--- config.mk ---
export PLATFORM = sky130hd
export DESIGN_NAME = iter_alu_flat
export DESIGN_NICKNAME = d
export VERILOG_FILES = /design/src/rtl/iter_alu_if.sv /design/src/rtl/iter_alu.sv /design/src/flat_wrapper.sv
export SDC_FILE = /design/constraint.sdc
export NUM_CORES = 1
export LEC_CHECK = 0
export ABC_AREA = 1
export ABC_CLOCK_PERIOD_IN_PS = 3400
export CAP_MARGIN = 10
export CORE_AREA = 3 3 143 145
export DETAILED_ROUTE_END_ITERATION = 8
export DIE_AREA = 0 0 146 148
export PLACE_DENSITY = 0.65
export RECOVER_POWER = 25
export SLEW_MARGIN = 15
export SYNTH_ARGS = -nofsm -noshare
export SYNTH_HDL_FRONTEND = slang
export SYNTH_SLANG_ARGS = --single-unit
--- constraint.sdc ---
create_clock -name clk -period 3.4 [get_ports clk]
set_input_delay 0.68 -clock clk [delete_from_list [all_inputs] [get_ports clk]]
set_output_delay 0.68 -clock clk [all_outputs]
set_load 0.01 [all_outputs]
--- src/rtl/iter_alu_if.sv ---
// Request/response bundle for the iterative ALU: request handshake with operands,
// result handshake with result words and status flags.
interface iter_alu_if #(
   parameter int NUMBITS = 16
);
   logic               in_valid;
   logic               in_ready;
   logic [NUMBITS-1:0] A;
   logic [NUMBITS-1:0] B;
   logic [3:0]         opcode;
   logic               out_valid;
   logic               out_ready;
   logic [NUMBITS-1:0] result;
   logic [NUMBITS-1:0] result_hi;
   logic               carryout;
   logic               overflow;
   logic               zero;
   logic               err;

   modport master (
      output in_valid, A, B, opcode, out_ready,
      input  in_ready, out_valid, result, result_hi, carryout, overflow, zero, err
   );

   modport slave (
      input  in_valid, A, B, opcode, out_ready,
      output in_ready, out_valid, result, result_hi, carryout, overflow, zero, err
   );
endinterface

--- src/rtl/iter_alu.sv ---
// Iterative ALU: single-cycle add/sub/logic/shift, NUMBITS-cycle shift-add multiply
// and restoring divide, results held until the consumer takes them.
//
// state | meaning
// IDLE  | ready for a request (in_ready=1)
// BUSY  | one multiply/divide step per cycle, NUMBITS cycles
// DONE  | result valid and held until out_ready
module iter_alu #(
   parameter int NUMBITS = 16
) (
   input logic        clk,
   input logic        reset,
   iter_alu_if.slave  bus
);
   localparam int CW = (NUMBITS > 2) ? $clog2(NUMBITS) : 1;

   typedef enum logic [1:0] {IDLE, BUSY, DONE} state_t;

   state_t             state, state_nxt;
   logic [CW-1:0]      cnt;
   logic               is_mul;
   logic [NUMBITS-1:0] opnd_q, hi_q, lo_q;
   logic [NUMBITS-1:0] res_q, res_hi_q;
   logic               carry_q, ovf_q, zero_q, err_q;

   logic               accept, multi;
   logic [NUMBITS:0]   sum;
   logic [NUMBITS-1:0] diff;
   logic [NUMBITS-1:0] sc_r, sc_rh;
   logic               sc_c, sc_ov, sc_err, sc_zero;
   logic [NUMBITS:0]   mul_sum, div_sh;
   logic [NUMBITS-1:0] div_diff, step_hi, step_lo;
   logic               div_ge;

   assign bus.in_ready  = (state == IDLE);
   assign bus.out_valid = (state == DONE);
   assign bus.result    = res_q;
   assign bus.result_hi = res_hi_q;
   assign bus.carryout  = carry_q;
   assign bus.overflow  = ovf_q;
   assign bus.zero      = zero_q;
   assign bus.err       = err_q;

   assign accept = bus.in_valid && (state == IDLE);
   assign multi  = (bus.opcode == 4'd9) || ((bus.opcode == 4'd10) && (bus.B != '0));

   always_comb begin
      state_nxt = state;
      unique case (state)
         IDLE:    if (accept) state_nxt = multi ? BUSY : DONE;
         BUSY:    if (cnt == '0) state_nxt = DONE;
         DONE:    if (bus.out_ready) state_nxt = IDLE;
         default: state_nxt = IDLE;
      endcase
   end

   always_comb begin
      sum     = {1'b0, bus.A} + {1'b0, bus.B};
      diff    = bus.A - bus.B;
      sc_r    = '0;
      sc_rh   = '0;
      sc_c    = 1'b0;
      sc_ov   = 1'b0;
      sc_err  = 1'b0;
      unique case (bus.opcode)
         4'd0: begin sc_r = sum[NUMBITS-1:0]; sc_c = sum[NUMBITS]; end
         4'd1: begin
            sc_r  = sum[NUMBITS-1:0];
            sc_ov = (bus.A[NUMBITS-1] == bus.B[NUMBITS-1]) && (sc_r[NUMBITS-1] != bus.A[NUMBITS-1]);
         end
         4'd2: begin sc_r = diff; sc_c = (bus.A < bus.B); end
         4'd3: begin
            sc_r  = diff;
            sc_ov = (bus.A[NUMBITS-1] != bus.B[NUMBITS-1]) && (sc_r[NUMBITS-1] != bus.A[NUMBITS-1]);
         end
         4'd4: sc_r = bus.A & bus.B;
         4'd5: sc_r = bus.A | bus.B;
         4'd6: sc_r = bus.A ^ bus.B;
         4'd7: sc_r = {1'b0, bus.A[NUMBITS-1:1]};
         4'd8: sc_r = {bus.A[NUMBITS-1], bus.A[NUMBITS-1:1]};
         4'd10: begin sc_r = '1; sc_rh = bus.A; sc_err = 1'b1; end  // only reached with B==0
         default: sc_err = 1'b1;
      endcase
      // illegal opcodes report zero=0 even though result is 0
      sc_zero = (sc_r == '0) && !(sc_err && bus.opcode != 4'd10);
   end

   // multiply: {hi,lo} shifts right, lo starts as B; divide: {rem=hi, quo=lo} shifts left
   always_comb begin
      mul_sum  = {1'b0, hi_q} + (lo_q[0] ? {1'b0, opnd_q} : '0);
      div_sh   = {hi_q, lo_q[NUMBITS-1]};
      div_ge   = (div_sh >= {1'b0, opnd_q});
      div_diff = div_sh[NUMBITS-1:0] - opnd_q;
      if (is_mul) begin
         step_hi = mul_sum[NUMBITS:1];
         step_lo = {mul_sum[0], lo_q[NUMBITS-1:1]};
      end else begin
         step_hi = div_ge ? div_diff : div_sh[NUMBITS-1:0];
         step_lo = {lo_q[NUMBITS-2:0], div_ge};
      end
   end

   always_ff @(posedge clk) begin
      if (!reset) begin
         state    <= IDLE;
         cnt      <= '0;
         is_mul   <= 1'b0;
         opnd_q   <= '0;
         hi_q     <= '0;
         lo_q     <= '0;
         res_q    <= '0;
         res_hi_q <= '0;
         carry_q  <= 1'b0;
         ovf_q    <= 1'b0;
         zero_q   <= 1'b0;
         err_q    <= 1'b0;
      end else begin
         state <= state_nxt;
         if (state == IDLE && accept) begin
            if (multi) begin
               cnt    <= CW'(NUMBITS-1);
               is_mul <= (bus.opcode == 4'd9);
               opnd_q <= (bus.opcode == 4'd9) ? bus.A : bus.B;
               lo_q   <= (bus.opcode == 4'd9) ? bus.B : bus.A;
               hi_q   <= '0;
            end else begin
               res_q    <= sc_r;
               res_hi_q <= sc_rh;
               carry_q  <= sc_c;
               ovf_q    <= sc_ov;
               zero_q   <= sc_zero;
               err_q    <= sc_err;
            end
         end else if (state == BUSY) begin
            hi_q <= step_hi;
            lo_q <= step_lo;
            if (cnt != '0) begin
               cnt <= cnt - CW'(1);
            end else begin
               res_q    <= step_lo;
               res_hi_q <= step_hi;
               carry_q  <= 1'b0;
               ovf_q    <= is_mul && (step_hi != '0);
               zero_q   <= (step_lo == '0) && (!is_mul || step_hi == '0);
               err_q    <= 1'b0;
            end
         end
      end
   end
endmodule

--- src/flat_wrapper.sv ---
// flat-port wrapper written by rule: the top's interface ports become plain ports
module iter_alu_flat 
#(
   parameter int NUMBITS = 16
)
  (clk, reset, bus_in_valid, bus_A, bus_B, bus_opcode, bus_out_ready, bus_in_ready, bus_out_valid, bus_result, bus_result_hi, bus_carryout, bus_overflow, bus_zero, bus_err);
  iter_alu_if #(.NUMBITS(NUMBITS)) bus_i ();
  input logic clk;
  input logic reset;
  input wire logic [$bits(bus_i.in_valid)-1:0] bus_in_valid;
  input wire logic [$bits(bus_i.A)-1:0] bus_A;
  input wire logic [$bits(bus_i.B)-1:0] bus_B;
  input wire logic [$bits(bus_i.opcode)-1:0] bus_opcode;
  input wire logic [$bits(bus_i.out_ready)-1:0] bus_out_ready;
  output wire logic [$bits(bus_i.in_ready)-1:0] bus_in_ready;
  output wire logic [$bits(bus_i.out_valid)-1:0] bus_out_valid;
  output wire logic [$bits(bus_i.result)-1:0] bus_result;
  output wire logic [$bits(bus_i.result_hi)-1:0] bus_result_hi;
  output wire logic [$bits(bus_i.carryout)-1:0] bus_carryout;
  output wire logic [$bits(bus_i.overflow)-1:0] bus_overflow;
  output wire logic [$bits(bus_i.zero)-1:0] bus_zero;
  output wire logic [$bits(bus_i.err)-1:0] bus_err;
  assign bus_i.in_valid = bus_in_valid;
  assign bus_i.A = bus_A;
  assign bus_i.B = bus_B;
  assign bus_i.opcode = bus_opcode;
  assign bus_i.out_ready = bus_out_ready;
  assign bus_in_ready = bus_i.in_ready;
  assign bus_out_valid = bus_i.out_valid;
  assign bus_result = bus_i.result;
  assign bus_result_hi = bus_i.result_hi;
  assign bus_carryout = bus_i.carryout;
  assign bus_overflow = bus_i.overflow;
  assign bus_zero = bus_i.zero;
  assign bus_err = bus_i.err;
  iter_alu #(.NUMBITS(NUMBITS)) u_core (.clk(clk), .reset(reset), .bus(bus_i));
endmodule
==> impl_metrics.py <==
metrics = {
    "drt": {
        "wl_per_cell_um": 19.5,
        "ant_nets": 0,
        "drc": 0,
        "drt-pass1-iter-count": 6,
        "detail_route.vias_per_cell": 5.73,
        "detailedRoute.firstIterationViolations": 1076,
        "drt_wl_total_um": 40600,
        "detailroute.via_count": 11900,
    },
    "synthesis": {
        "postSynthNetCount": 1753,
        "ys_ff_latch": 91,
        "synthesis.area_per_instance_um2": 5.88,
        "asyncSetResetFlopFracSynth": 0,
        "sequential_element_share_of_the_synthesized_area": 0.191,
        "synth.yosys.warnings": 0,
        "edff_count_synth": 0,
        "yosys.area.top_type_share": 0.191,
        "total_standard_cell_area_after_synthesis_um2": 9550,
        "netlist-cell-type-count": 47,
        "synthCells": 1625,
        "synth.most_common_cell": "nand2_1",
        "synth_largest_area_cell": "dfxtp_1",
        "leading_register_cell_type_out_of_synthesis": "dfxtp_1",
        "synth.top_cells.by_area": "dfxtp_1 19%, nand2_1 18%, ha_1 11%",
        "commonest_cells_post_synth": "449 x nand2_1, 200 x inv_1, 143 x nor2_1, 132 x a21oi_1, 128 x nand3_1",
    },
    "sta": {
        "tightest_slew_ns": 0.817,
        "fin_worst_skew_ns": 0.00584,
        "fmax_mhz": 316,
        "post-route-period-util": 0.931,
        "setup_viol": 0,
        "hold_viol_final": 0,
        "timing.max_slew.rel_slack": 0.452,
        "drv_slew": 0,
        "unrepaired_setup_endpoints_after_global_routing": "false",
        "final.min_clock_period_ns": 3.17,
    },
    "clocking": {
        "postCtsSetupBuffers": 0,
        "clock-sinks": 91,
        "numCtsBuffers": 9,
        "cts_buffer_depth": 2,
        "root_buf_cell": "clkbuf_16",
        "clock_latency_ns": 0.35,
        "ctsHtreeMaxLevel": 3,
        "clk_pin_slew_worst_paths_ns": 0.07,
        "tritoncts": "built",
    },
    "critical_path": {
        "crit_type": "input port to flip-flop",
        "crit-reg2reg-launch": "u_core.lo_q[0]",
        "crit_end": "u_core.bus.zero",
        "timing.critical_path.from": "bus_B[5]",
        "cp_max_fo": 7,
        "worst_r2r_endpoint": "u_core.bus.zero",
        "startpoint_type": "input port",
        "timing.critical_path.required_ns": 3.70,
        "crit_arrival_ns": 3.47,
        "worst_r2r_path_depth": 21,
        "crit_path_end_kind": "flip-flop",
        "r2r_slack_ns": 0.31,
    },
    "cells_and_area": {
        "stdcell_area_um2": 12000,
        "layout.core_utilization": 0.619,
        "nFillCells": 1966,
        "fin_nets": 1938,
        "final_layout_size_suffix_gt1_frac": 0.129,
        "synthToLayoutAreaGrowth_pct": 25.3,
        "layoutNonFillerInstCount": 2080,
        "antenna_cells": 0,
    },
    "pwr": {
        "cellLeakagePower_nw": 6.20,
        "ir_drop_mv": 0.267,
        "pwr_density_cell_nw_per_um2": 369,
    },
    "global_routing": {
        "grt_pass1_vias": 11400,
        "globalRouteOverflowTotal": 0,
        "grt_use_total": 0.366,
        "grt_max_degree": 51,
        "antenna_found_initial": 0,
        "grt_pass1_wl_um": 62100,
    },
    "floorplanning": {
        "io_pins": 78,
        "die_area_um2": 21600,
        "start_util": 0.494,
        "die_height_um": 148,
        "dieWidth_um": 146,
        "floorplan.core_area_um2": 19300,
        "num_rows": 51,
    },
    "job": {
        "cap_viol_max_count": 0,
    },
    "place": {
        "dp.cells": 2064,
        "place_area_um2": 11600,
        "gpl.final_weighted_congestion": 1.03,
        "hpwlAfterDp_um": 32900,
        "place.port_buffers": 77,
    },
    "outcome": {
        "outcome": "completed",
    },
    "hold_path": {
        "worst_hold_path_type": "flip-flop to flip-flop",
    },
}
[cell families (layout without fill, tap and decap cells)]
kind of cell,after synthesis,after routing,synth area share
AO/OA/AOI/OAI,335,335,0.190
XOR/XNOR,13,13,0.0119
adder cells (fa/ha/maj),88,88,0.118
buffers and inverters,271,461,0.113
flip-flops,91,91,0.191
AND/OR/NAND/NOR,827,827,0.375
[where the power goes]
part / switching (mW) / internal (mW)
combinational: 1.35 / 0.753
sequential: 0.0541 / 1.13
clock: 0.462 / 0.674
total: 1.86 / 2.56
[state kept, by name (all words and copies together), names as in the netlist]
signal / cells
u_core.bus.result: 16
u_core.bus.result_hi: 16
u_core.hi_q: 16
u_core.lo_q: 16
u_core.opnd_q: 16
u_core.cnt: 4
u_core.state: 2
u_core.bus.carryout: 1
u_core.bus.err: 1
u_core.bus.overflow: 1
u_core.bus.zero: 1
u_core.is_mul: 1
[layout make-up]
cell class | instances | area, um^2 | share of cell area
tap | 265 | 332 | 0.0277
clock buffer | 10 | 239 | 0.0200
multi-input combinational | 1263 | 6660 | 0.557
clock inverter | 6 | 96.3 | 0.00805
sequential | 91 | 1820 | 0.152
inverter | 208 | 781 | 0.0652
timing repair buffer | 237 | 2030 | 0.170
[cells in the final DEF, fill, tap and decap left out, types with 3 or more instances in the layout]
| cell | Yosys | routed |
|---|---|---|
| nand2_1 | 449 | 449 |
| inv_1 | 200 | 200 |
| buf_4 | 2 | 155 |
| nor2_1 | 143 | 140 |
| a21oi_1 | 132 | 132 |
| nand3_1 | 128 | 128 |
| o21ai_0 | 127 | 124 |
| dfxtp_1 | 91 | 91 |
| ha_1 | 84 | 83 |
| clkdlybuf4s50_1 | 0 | 45 |
| dlygate4sd3_1 | 0 | 32 |
| a31oi_1 | 23 | 23 |
| nand2_2 | 20 | 20 |
| nor3_1 | 19 | 18 |
| nand4_1 | 17 | 17 |
| nor2_2 | 11 | 14 |
| nand3b_1 | 14 | 14 |
| a211oi_1 | 12 | 12 |
| o21ai_1 | 9 | 11 |
| nand3_2 | 10 | 10 |
| clkbuf_16 | 0 | 9 |
| a21o_1 | 8 | 8 |
| xor2_1 | 8 | 8 |
| o22ai_1 | 7 | 7 |
| nor4_1 | 6 | 6 |
| inv_2 | 5 | 5 |
| xnor2_1 | 5 | 5 |
| buf_12 | 1 | 5 |
| fa_1 | 4 | 4 |
| clkinv_1 | 3 | 3 |
| o21bai_1 | 3 | 3 |
| or2_2 | 3 | 3 |
| a21boi_0 | 3 | 3 |
| o2111ai_1 | 3 | 3 |
[worst min path at each step]
stage,from,to,slack [ns],depth (start not counted)
finish,u_core.bus.err,u_core.bus.err,0.47,2
CTS,u_core.bus.result[7],u_core.bus.result[7],0.47,2
detailed placement,u_core.bus.err,u_core.bus.err,0.46,2
global placement,u_core.bus.overflow,u_core.bus.overflow,0.45,2
global route,u_core.bus.err,u_core.bus.err,0.49,2
floorplan,u_core.lo_q[14],u_core.lo_q[14],0.45,2
[per-stage QoR]
step | total power [mW] | hold WS, ns | setup slack, ns | TNS (ns)
global placement | 3.24 | 0.454 | -0.232 | -0.438
finish | 4.42 | 0.466 | 0.234 | 0
global route | 4.65 | 0.494 | 0.00438 | 0
detailed placement | 3.26 | 0.456 | -0.199 | -0.539
CTS | 4.39 | 0.474 | 0.137 | 0
floorplan | 2.45 | 0.450 | 0.712 | 0
[routing by layer]
layer / part of all wire / wire [um] / track usage
met4: 0.077 / 3110 / 0.233
met5: 0 / 0 / 0
met2: 0.47 / 19200 / 0.638
met1: 0.38 / 15300 / 0.420
met3: 0.074 / 3010 / 0.0561
[worst max-delay path, cell delays in order]
cell and delay, ns:
clkdlybuf4s50_1 0.55, inv_1 0.09, ha_2 0.42, inv_1 0.14
a21oi_1 0.19, buf_4 0.15, nor2_1 0.03, nor2_1 0.08
nand2_1 0.14, nand2_1 0.09, nand2_1 0.06, o21ai_1 0.23
nand3_1 0.17, nor2_1 0.13, nand4_1 0.11, nand3_1 0.09
nand2_1 0.06, inv_1 0.05
[timing repair]
action / CTS / global route
endpoints found under the hold margin: 0 / 0
endpoints found under the setup margin: 0 / 6
resized for setup: 0 / 7
hold buffers: 0 / 0
(Power assumes the default switching activity.)
